## src/rtl/alu_pkg.sv

```systemverilog
// Shared definitions for the ALU command issuer: opcodes, tag width and FSM states.
package alu_pkg;

   localparam int TAG_W = 4;

   localparam logic [2:0] OP_NOT  = 3'b000;
   localparam logic [2:0] OP_AND  = 3'b001;
   localparam logic [2:0] OP_OR   = 3'b010;
   localparam logic [2:0] OP_XOR  = 3'b011;
   localparam logic [2:0] OP_ADD  = 3'b100;
   localparam logic [2:0] OP_RSV0 = 3'b101;
   localparam logic [2:0] OP_RSV1 = 3'b110;
   localparam logic [2:0] OP_ZERO = 3'b111;

   typedef enum logic [1:0] {
      IDLE = 2'd0,
      EXEC = 2'd1,
      HOLD = 2'd2
   } state_t;

   function automatic logic is_reserved(input logic [2:0] op);
      return (op == OP_RSV0) || (op == OP_RSV1);
   endfunction

endpackage

```

## src/rtl/alu_cmd_issuer_cmd_fifo.sv

```systemverilog
// Synchronous FIFO holding queued ALU commands; callers guard push/pop against full/empty.
module cmd_fifo #(
   parameter int WIDTH = 8,
   parameter int DEPTH = 4
) (
   input  logic                       clk,
   input  logic                       rst_n,
   input  logic                       push,
   input  logic                       pop,
   input  logic [WIDTH-1:0]           din,
   output logic [WIDTH-1:0]           dout,
   output logic                       full,
   output logic                       empty,
   output logic [$clog2(DEPTH):0]     count
);

   localparam int AW = $clog2(DEPTH);
   localparam int CW = AW + 1;
   localparam logic [CW-1:0] FULL_CNT = CW'(DEPTH);

   logic [WIDTH-1:0] mem [DEPTH];
   logic [AW-1:0]    wr_ptr;
   logic [AW-1:0]    rd_ptr;

   assign full  = (count == FULL_CNT);
   assign empty = (count == '0);
   assign dout  = mem[rd_ptr];

   always_ff @(posedge clk) begin
      if (push) begin
         mem[wr_ptr] <= din;
      end
   end

   always_ff @(posedge clk or negedge rst_n) begin
      if (!rst_n) begin
         wr_ptr <= '0;
         rd_ptr <= '0;
         count  <= '0;
      end else begin
         if (push) begin
            wr_ptr <= wr_ptr + 1'b1;
         end
         if (pop) begin
            rd_ptr <= rd_ptr + 1'b1;
         end
         case ({push, pop})
            2'b10:   count <= count + 1'b1;
            2'b01:   count <= count - 1'b1;
            default: count <= count;
         endcase
      end
   end

endmodule

```

## src/rtl/alu_cmd_issuer.sv

```systemverilog
// Queues ALU commands, issues them one at a time on registered ALU inputs and
// returns tagged, flagged results over a valid/ready stream.
module alu_cmd_issuer
   import alu_pkg::*;
#(
   parameter int WIDTH = 4,
   parameter int DEPTH = 4
) (
   input  logic             clk,
   input  logic             rst_n,
   input  logic             cmd_valid,
   output logic             cmd_ready,
   input  logic [2:0]       cmd_op,
   input  logic [WIDTH-1:0] cmd_a,
   input  logic [WIDTH-1:0] cmd_b,
   output logic [WIDTH-1:0] alu_a,
   output logic [WIDTH-1:0] alu_b,
   output logic [2:0]       alu_op,
   input  logic [WIDTH-1:0] alu_c,
   input  logic             alu_co,
   output logic             res_valid,
   input  logic             res_ready,
   output logic [WIDTH-1:0] res_c,
   output logic             res_co,
   output logic             res_z,
   output logic             res_err,
   output logic [TAG_W-1:0] res_tag,
   output logic             busy
);

   typedef struct packed {
      logic [2:0]       op;
      logic [WIDTH-1:0] a;
      logic [WIDTH-1:0] b;
      logic [TAG_W-1:0] tag;
   } entry_t;

   localparam int EW = $bits(entry_t);

   state_t state;
   state_t state_next;

   entry_t fifo_in;
   entry_t fifo_head;
   logic [EW-1:0] fifo_dout;
   logic fifo_full;
   logic fifo_empty;
   logic [$clog2(DEPTH):0] fifo_count;

   logic push;
   logic pop;
   logic capture;
   logic release_res;

   logic [TAG_W-1:0] tag_cnt;
   logic [TAG_W-1:0] flight_tag;

   assign cmd_ready = !fifo_full;
   assign push      = cmd_valid && cmd_ready;
   assign busy      = !fifo_empty || (state != IDLE);

   assign fifo_in   = '{op: cmd_op, a: cmd_a, b: cmd_b, tag: tag_cnt};
   assign fifo_head = entry_t'(fifo_dout);

   cmd_fifo #(
      .WIDTH (EW),
      .DEPTH (DEPTH)
   ) u_fifo (
      .clk   (clk),
      .rst_n (rst_n),
      .push  (push),
      .pop   (pop),
      .din   (fifo_in),
      .dout  (fifo_dout),
      .full  (fifo_full),
      .empty (fifo_empty),
      .count (fifo_count)
   );

   always_ff @(posedge clk or negedge rst_n) begin
      if (!rst_n) begin
         state <= IDLE;
      end else begin
         state <= state_next;
      end
   end

   always_comb begin
      state_next = state;
      case (state)
         IDLE:    if (!fifo_empty) state_next = EXEC;
         EXEC:    state_next = HOLD;
         HOLD:    if (res_ready) state_next = fifo_empty ? IDLE : EXEC;
         default: state_next = IDLE;
      endcase
   end

   // A pop happens from IDLE, or back-to-back out of HOLD on the handshake edge.
   always_comb begin
      pop         = 1'b0;
      capture     = 1'b0;
      release_res = 1'b0;
      case (state)
         IDLE: pop = !fifo_empty;
         EXEC: capture = 1'b1;
         HOLD: begin
            release_res = res_ready;
            pop         = res_ready && !fifo_empty;
         end
         default: ;
      endcase
   end

   always_ff @(posedge clk or negedge rst_n) begin
      if (!rst_n) begin
         tag_cnt <= '0;
      end else if (push) begin
         tag_cnt <= tag_cnt + 1'b1;
      end
   end

   always_ff @(posedge clk or negedge rst_n) begin
      if (!rst_n) begin
         alu_a      <= '0;
         alu_b      <= '0;
         alu_op     <= '0;
         flight_tag <= '0;
      end else if (pop) begin
         alu_a      <= fifo_head.a;
         alu_b      <= fifo_head.b;
         alu_op     <= fifo_head.op;
         flight_tag <= fifo_head.tag;
      end
   end

   // The registered alu_op is still the in-flight opcode during EXEC.
   always_ff @(posedge clk or negedge rst_n) begin
      if (!rst_n) begin
         res_valid <= 1'b0;
         res_c     <= '0;
         res_co    <= 1'b0;
         res_z     <= 1'b0;
         res_err   <= 1'b0;
         res_tag   <= '0;
      end else if (capture) begin
         res_valid <= 1'b1;
         res_tag   <= flight_tag;
         if (is_reserved(alu_op)) begin
            res_c   <= '0;
            res_co  <= 1'b0;
            res_z   <= 1'b1;
            res_err <= 1'b1;
         end else begin
            res_c   <= alu_c;
            res_co  <= alu_co;
            res_z   <= (alu_c == '0) && !alu_co;
            res_err <= 1'b0;
         end
      end else if (release_res) begin
         res_valid <= 1'b0;
      end
   end

endmodule

```

## config.mk

```make
export PLATFORM = sky130hd
export DESIGN_NAME = alu_cmd_issuer
export DESIGN_NICKNAME = d
export VERILOG_FILES = /design/src/rtl/alu_pkg.sv /design/src/rtl/alu_cmd_issuer_cmd_fifo.sv /design/src/rtl/alu_cmd_issuer.sv
export SDC_FILE = /design/constraint.sdc
export NUM_CORES = 1
export LEC_CHECK = 0
export ABC_AREA = 1
export CAP_MARGIN = 5
export CORE_MARGIN = 2
export CORE_UTILIZATION = 48
export DETAILED_ROUTE_END_ITERATION = 12
export PLACE_DENSITY = 0.8
export SYNTH_ARGS = -nofsm -noshare
export SYNTH_HDL_FRONTEND = slang
export SYNTH_SLANG_ARGS = --single-unit
```

## constraint.sdc

```tcl
create_clock -name clk -period 2.8 [get_ports clk]
set_input_delay 0.56 -clock clk [delete_from_list [all_inputs] [get_ports clk]]
set_output_delay 0.56 -clock clk [all_outputs]
set_load 0.05 [all_outputs]
```

=== Word level (Yosys, flattened, before mapping) ===
Memory sizes are Yosys's and may differ from the RTL's. A register that Yosys moved wholly into a read port is not among the register bits.
Cells that the tools add are included.

* Add/sub/neg operators: 5
* Multiply operators: 0
* Divide/modulo/power cells: 0
* Order comparisons: 0
* Eq/ne operators: 9
* Shifts and indexed selects: 0
* Muxes and demuxes: 16
* Bitwise logic cells: 0
* Reduce and logical (&&, ||, !) cells: 16

{| class="wikitable"
|+ Operators by type and width
! operator !! count
|-
| $mux 1 || 10
|-
| $eq 3x3->1 const B || 3
|-
| $pmux 2 s3 || 1
|-
| $pmux 3 s2 || 1
|-
| $reduce_bool 2->1 || 3
|-
| $add 2x1->2 const B || 2
|-
| $add 4x1->4 const B || 1
|-
| $eq 2x1->1 const B || 2
|-
| $eq 2x2->1 const B || 2
|-
| $logic_not 1->1 || 4
|-
| $logic_not 4->1 || 1
|-
| $mux 2 || 2
|-
| $mux 4 || 1
|-
| $ne 2x2->1 const B || 2
|-
| $add 3x1->3 const B || 1
|-
| $logic_and 1x1->1 || 3
|-
| $logic_not 3->1 || 1
|-
| $sub 3x1->3 const B || 1
|-
| $logic_not 2->1 || 1
|-
| $logic_or 1x1->1 || 2
|-
| $pmux 1 s2 || 1
|-
| $reduce_and 2->1 || 1
|}

* Bits in registers: 25
* Latch bits: 0
* RAM bits: 60
* Bits in read-only memories: 0
* Input bits: 20
* Memories kept: 1

{| class="wikitable"
|+ Memory list
! name !! words !! bits a word !! read ports !! clocked after Yosys merged registers in !! wr ports !! line !! source
|-
| u_fifo.mem || 4 || 15 || 1 || 1 || 1 || alu_cmd_issuer_cmd_fifo.sv:21 || <nowiki>logic [WIDTH-1:0] mem [DEPTH];</nowiki>
|}

=== Longest topological paths before layout ===
Gate-level depths: netlist (run 1).

* Depth after elaboration: 6
* Gate-level depth with buffers: 12
* Gate-level depth less buffers: 11

=== By module ===
A second synthesis (run 1) with hierarchy kept.

* Cell total of the unflattened synthesis: 376
* Area, all modules: 4,232.8 µm²

{| class="wikitable"
|+ Modules (own cells, without submodules)
! module !! instances !! cells each !! area each (µm²) !! sequential area each (µm²)
|-
| cmd_fifo || 1 || 224 || 2,862.7 || 1,976.9
|-
| alu_cmd_issuer || 1 || 152 || 1,370.1 || 825.8
|}

=== Least setup slack after synthesis (run 1) ===
Ideal clock, no wire load.

* Path kind: reg2reg
* From: register u_fifo.count[1]
* To: register u_fifo.count[2]
* Library setup time: 123 ps
* Arrival time: 2,080 ps
* Required time: 2,677 ps
* Setup slack: 597 ps
* Stages on the path, launching flop included: 11
* Buffers on the path: 1
* Period minus slack after synthesis: 2,203 ps
* Path through: dfrtp_1 > nor2_2 > nand2_1 > nand2_2 > buf_6 > ha_1 > inv_1 > fa_1 > nand2_1 > nand3_1 > xor2_1

* Elaborated cells on any way between the ends: 13

{| class="wikitable"
|+ RTL lines
! what !! line !! source
|-
| start: declaration || alu_cmd_issuer_cmd_fifo.sv:14 || <nowiki>output logic [$clog2(DEPTH):0] count</nowiki>
|-
| start signal: assignment || alu_cmd_issuer_cmd_fifo.sv:48 || <nowiki>2'b10: count <= count + 1'b1;</nowiki>
|-
| start signal: assignment || alu_cmd_issuer_cmd_fifo.sv:49 || <nowiki>2'b01: count <= count - 1'b1;</nowiki>
|-
| start signal: assignment || alu_cmd_issuer_cmd_fifo.sv:50 || <nowiki>default: count <= count;</nowiki>
|-
| $eq 3x3->1 * || alu_cmd_issuer_cmd_fifo.sv:25 || <nowiki>assign full = (count == FULL_CNT);</nowiki>
|-
| $logic_not 1->1 * || alu_cmd_issuer.sv:58 || <nowiki>assign cmd_ready = !fifo_full;</nowiki>
|-
| named net cmd_ready || alu_cmd_issuer.sv:12 || <nowiki>output logic cmd_ready,</nowiki>
|-
| $logic_and 1x1->1 * || alu_cmd_issuer.sv:59 || <nowiki>assign push = cmd_valid && cmd_ready;</nowiki>
|-
| $eq 2x1->1 / $eq 2x2->1 (equally long branches) || alu_cmd_issuer_cmd_fifo.sv:47 || <nowiki>case ({push, pop})</nowiki>
|-
| $pmux 3 s2 / $reduce_bool 2->1 (equally long branches) || n/a ||
|}

Mark *: on every way through the listed nets, which the timed path passes. The rest lies on a longest branch.
A chain may end at the register's enable or synchronous reset.

=== Worst setup path after layout (run 1) ===
* From: register u_fifo.count[1]
* To: output busy

* Longest elaborated chain between the ends: 3

{| class="wikitable"
|+ RTL lines
! what !! line !! source
|-
| $logic_not 3->1 || alu_cmd_issuer_cmd_fifo.sv:26 || <nowiki>assign empty = (count == '0);</nowiki>
|-
| $logic_not 1->1 || alu_cmd_issuer.sv:60 || <nowiki>assign busy = !fifo_empty || (state != IDLE);</nowiki>
|-
| $logic_or 1x1->1 || alu_cmd_issuer.sv:60 ||
|-
| end: declaration || alu_cmd_issuer.sv:28 || <nowiki>output logic busy</nowiki>
|}

Every way passes these cells.

==> results.tsv, run 1 <==
metric	value	unit
global route total overflow	0	
commonest non-fill, non-tap cells in the layout	nand2_1, inv_1, edfxtp_1	
clock tree from TritonCTS	done	
share of layout cells above drive strength 1	0.0685	
Mapped Nets	471	
Initial DRT Pass Iterations	4	
Die Ht	99.0	um
commonest non-fill, non-tap cell in the layout	nand2_1	
hold_buf cts	0	
Crit. End Element	primary output	
Max H-tree Level	3	
max-slew violation count	0	
worst-margin pin slew	0.886	ns
Fin Setup TNS	0	ns
Netlist cell types	25	
Die ar.	0.00980	mm^2
Via density	4.77	
I/O Buffers	44	
largest net degree at the start of global routing	41	
final hold viol count	0	
Residual DRC	0	
# clock sinks	100	
vias	2883	
final wirelength	7.63	mm
Post-Syn Area	0.00433	mm^2
dpl hpwl	4.94	mm
Critical Path Start Type	register	
RSZ-0062 raised after global routing	false	
Slew headroom	0.409	
crit-path max FO	3	
Cell Pwr Density	1160	mW/mm^2
mux cell area share after synthesis	0	
Area growth syn-to-layout	16.4	%
Routed Antenna Nets	0	
CP Class	register to primary output	
ANT cells	0	
total setup violations reported at the end of the flow	0	
Clk Latency, worst-skew pair	0.35	ns
I/O pin count	45	
number of synthesis warnings	0	
Rows	34	
vias in the first global route	2823	
nets	518	
Worst EP arrival	1.91	ns
Critical path origin	u_fifo.count[1]	
CTS resizes	0	
flops & latches, synth	100	
Multi-input gate area	0.00112	mm^2
buffer type at the clock tree root	clkbuf_8	
clk slew on worst S/H paths	0.09	ns
GRT Util Overall	0.169	
Seq/Total Area, Yosys	0.647	
average cell area after synthesis	9.75	um^2
Post-Syn Instances	444	
register area	0.00280	mm^2
status	complete, no violations	
Final Power	5860	uW
Final Cycle Share	0.881	
Avg WL per Cell	12.6	um
FMAX	405	MHz
main combinational cell family by area after synthesis	simple AND/OR/NAND/NOR gates	
skew final	0.00558	ns
Worst Path Required	2.24	ns
worst hold-check path type	input pin to asynchronous set/reset pin	
die width	99.0	um
leak pwr	0.00241	uW
worst-case clock buffer depth	2	
Inserted Clock Buffers	9	
Initial DRC Count	191	
postcts setup bufs	0	
RR Startpoint	u_fifo.count[1]	
Synth Area in Simple Gates	0.215	
initial antenna violation count	0	
GP Congestion	0.757	
FILL cells	710	
worst IR drop on VDD	0.369	mV
xor-xnor portion of the synthesized cell area	0.0121	
Core ar.	0.00872	mm^2
Max-Cap Viols	0	
first-pass GRT wire length	12.9	mm
Starting Density	0.497	
Synth Area in Adders	0.0220	
Compound-Gate Fraction of Synth Area	0.0107	
Period minus WS final	2.47	ns
## final cells by class
class | count | share of cell area
Inverter | 82 | 0.0611
Clock inverter | 6 | 0.0112
Tap cell | 108 | 0.0268
Clock buffer | 10 | 0.0253
Multi-Input combinational cell | 247 | 0.223
Timing Repair Buffer | 51 | 0.0968
Sequential cell | 100 | 0.556
## synthesized netlist by cell type
cell      number  area share
nand3_1       40       0.046
inv_2          6      0.0052
xor2_1         3      0.0061
a21oi_1        2      0.0023
nor2_1         9      0.0078
nand2_1      169        0.15
buf_6          3      0.0078
buf_2         11       0.013
a21boi_0       1      0.0017
xnor2_1        3      0.0061
nand2_4        1      0.0026
o21ai_2        1      0.0020
dfrtp_1       40        0.23
ha_1           6       0.017
fa_1           1      0.0046
inv_1         76       0.066
nand2_2        2      0.0029
nand3b_1       1      0.0017
buf_4          1      0.0017
nor2_2         2      0.0029
nand4_1        1      0.0014
o21ai_0        3      0.0035
o21ai_1        1      0.0012
edfxtp_1      60        0.42
nor2_4         1      0.0026
## per-layer routing
| layer | wire length (um) | GRT usage |
|---|---|---|
| met1 | 3260 | 0.207 |
| met2 | 3870 | 0.286 |
| met3 | 370 | 0.0475 |
| met4 | 133 | 0.0622 |
| met5 | 0 | 0 |
## worst max-delay path, cell delays in order, from the launching register on
cell             delay (ns)
dfrtp_1                0.42
nor2_2                 0.21
nand2_4                0.07
inv_2                  0.09
nand3_1                0.07
clkdlybuf4s50_1        0.70
## worst paths after layout
kind	end	slack, ns	cells past startpoint
hold / removal	alu_a[2]	0.32	1
setup / recovery	busy	0.33	5
min in group clk	state[1]	0.48	1
setup reg to reg	u_fifo.count[2]	0.72	10
max in group asynchronous	tag_cnt[0]	1.93	1
hold reg to reg	state[1]	0.48	1
## registers in the layout, indices dropped and copies added (netlist names), 3 cells and up
signal	cells
res_tag	4
flight_tag	4
u_fifo.mem	60
tag_cnt	4
alu_op	3
alu_a	4
alu_b	4
res_c	4
u_fifo.count	3
## per-stage QoR
stage               instance area, um^2  setup WS [ns]  utilization  hold WS (ns)  cells
global route                       5040          0.236        0.578         0.402    604
floorplan                          4330          0.597            -         0.264    444
finish                             5040          0.334        0.578         0.320    604
global placement                   4860          0.498        0.557         0.453    588
detailed placement                 4860          0.389        0.557         0.461    588
CTS                                5040          0.301        0.578         0.349    604
## where the power goes
part | total (uW) | switching [uW] | internal (uW)
sequential | 2340 | 246 | 2090
combinational | 2660 | 1810 | 850
clock | 865 | 459 | 406
total | 5860 | 2510 | 3340
## kinds of logic after synthesis
group	after synthesis
AOI/OAI and AO/OA	8
adders and majority gates	7
DFF	100
and+or+nand+nor	226
xor gates and xnor gates	6
buffers and inverters	97
No activity file was read; power rests on OpenSTA's default activity.
==> run 2: changes to the inputs <==
--- a/config.mk
+++ b/config.mk
@@ -11,6 +11,7 @@
 export CORE_UTILIZATION = 48
 export DETAILED_ROUTE_END_ITERATION = 12
 export PLACE_DENSITY = 0.8
+export SETUP_SLACK_MARGIN = 0.05
 export SYNTH_ARGS = -nofsm -noshare
 export SYNTH_HDL_FRONTEND = slang
 export SYNTH_SLANG_ARGS = --single-unit
==> constraint.sdc (replaced) <==
create_clock -name clk -period 3.12 [get_ports clk]
set_input_delay 0.624 -clock clk [delete_from_list [all_inputs] [get_ports clk]]
set_output_delay 0.624 -clock clk [all_outputs]
set_load 0.05 [all_outputs]
==> results.tsv, run 2 (synthesis gave the netlist of run 1 again) <==
metric	value	unit	change
GP Congestion	0.754		was 0.757
Avg WL per Cell	13.3	um	was 12.6 um
Die Ht	99.0	um	unchanged
commonest non-fill, non-tap cell in the layout	nand2_1		unchanged
Final Cycle Share	0.814		
I/O Buffers	44		unchanged
first-pass GRT wire length	13.4	mm	was 12.9 mm
FMAX	394	MHz	
Critical Path Start Type	register		unchanged
commonest non-fill, non-tap cells in the layout	nand2_1, inv_1, edfxtp_1		unchanged
Period minus WS final	2.54	ns	
RSZ-0062 raised after global routing	false		unchanged
Hold WS	0.394	ns	was 0.320 ns
buffer type at the clock tree root	clkbuf_8		unchanged
clock tree from TritonCTS	done		unchanged
Max-Cap Viols	0		unchanged
Residual DRC	0		unchanged
I/O pin count	45		unchanged
Rows	34		unchanged
Inserted Clock Buffers	9		unchanged
Core ar.	0.00872	mm^2	unchanged
status	complete, no violations		unchanged
leak pwr	0.00244	uW	was 0.00241 uW
largest net degree at the start of global routing	41		unchanged
number of flip-flops in the largest register	60		unchanged
final wirelength	8.03	mm	was 7.63 mm
vias in the first global route	2874		was 2,823
Multi-input gate area	0.00112	mm^2	unchanged
skew final	0.00983	ns	was 0.00558 ns
Slew headroom	0.387		was 0.409
Routed Antenna Nets	0		unchanged
register area	0.00280	mm^2	unchanged
max-slew violation count	0		unchanged
worst-case clock buffer depth	2		unchanged
postcts setup bufs	0		unchanged
total setup violations reported at the end of the flow	0		unchanged
Max H-tree Level	3		unchanged
Area growth syn-to-layout	18.1	%	was 16.4%
CTS resizes	0		unchanged
worst hold-check path type	input pin to asynchronous set/reset pin		unchanged
Die ar.	0.00980	mm^2	unchanged
dpl hpwl	5.01	mm	was 4.94 mm
Initial DRC Count	163		was 191
vias	2912		was 2,883
die width	99.0	um	unchanged
register name with the most flops	u_fifo.mem		unchanged
worst-margin pin slew	0.920	ns	was 0.886 ns
Crit. End Element	primary output		unchanged
final hold viol count	0		unchanged
clk slew on worst S/H paths	0.10	ns	was 0.09 ns
final worst slack	0.580	ns	was 0.334 ns
worst IR drop on VDD	0.336	mV	was 0.369 mV
Clk Latency, worst-skew pair	0.36	ns	was 0.35 ns
initial antenna violation count	0		unchanged
hold_buf cts	0		unchanged
Post-Place Worst Slack	0.686	ns	was 0.389 ns
Cell Pwr Density	1080	mW/mm^2	was 1160 mW/mm^2
nets	517		was 518
Fin Setup TNS	0	ns	unchanged
Worst Path Required	2.50	ns	was 2.24 ns
share of layout cells above drive strength 1	0.0707		was 0.0685
Worst EP arrival	1.92	ns	was 1.91 ns
Initial DRT Pass Iterations	4		unchanged
CP Class	register to primary output		unchanged
GRT Util Overall	0.175		was 0.169
Starting Density	0.497		unchanged
Final Power	5530	uW	was 5860 uW
Via density	4.83		was 4.77
global route total overflow	0		unchanged
ANT cells	0		unchanged
FILL cells	683		was 710
crit-path max FO	3		unchanged
# clock sinks	100		unchanged
fin util	0.586		was 0.578
[run 2: metrics by stage]
stage	cell area (um^2)	cells
finish	5110	603
global route	5110	603
CTS	5110	603
detailed placement	4850	587
global placement	4850	587
floorplan	4330	444
[run 2: worst max-delay path, stage by stage (launching register included)]
cell and delay, ns:
dfrtp_1 0.42, nor2_2 0.21, nand2_4 0.07, inv_2 0.09, nand3_1 0.07, clkdlybuf4s50_1 0.70
[run 2: final timing paths]
path                                 start         endpoint  slack [ns]  depth (start not counted)
hold reg to reg                 res_tag[0]       res_tag[0]        0.48                          2
setup reg to reg           u_fifo.count[1]  u_fifo.count[2]        1.12                         10
hold / removal                       rst_n         alu_b[0]        0.39                          1
setup / recovery           u_fifo.count[1]             busy        0.58                          5
max in group asynchronous            rst_n       tag_cnt[3]        2.15                          1
min in group clk                res_tag[0]       res_tag[0]        0.48                          2
[run 2: power breakdown]
part	total (uW)	switching, uW	internal, uW
clock network	1040	423	617
logic	2350	1600	751
registers	2140	271	1870
[run 2: area by class of cell]
cell class / count / share of cell area
clock buffers: 10 / 0.0250
clock inverters: 6 / 0.0267
inverters: 82 / 0.0602
multi-input cells: 247 / 0.220
flip-flops and latches: 100 / 0.548
well taps: 108 / 0.0264
repair buffers: 50 / 0.0940
[run 2: metal layers]
layer  GRT usage  routed length, um  up-vias
met5           0                  0        -
li1            -                  -     1458
met1       0.209               3370     1361
met3      0.0376                380       11
met4      0.0748                120        0
met2       0.304               4170       82
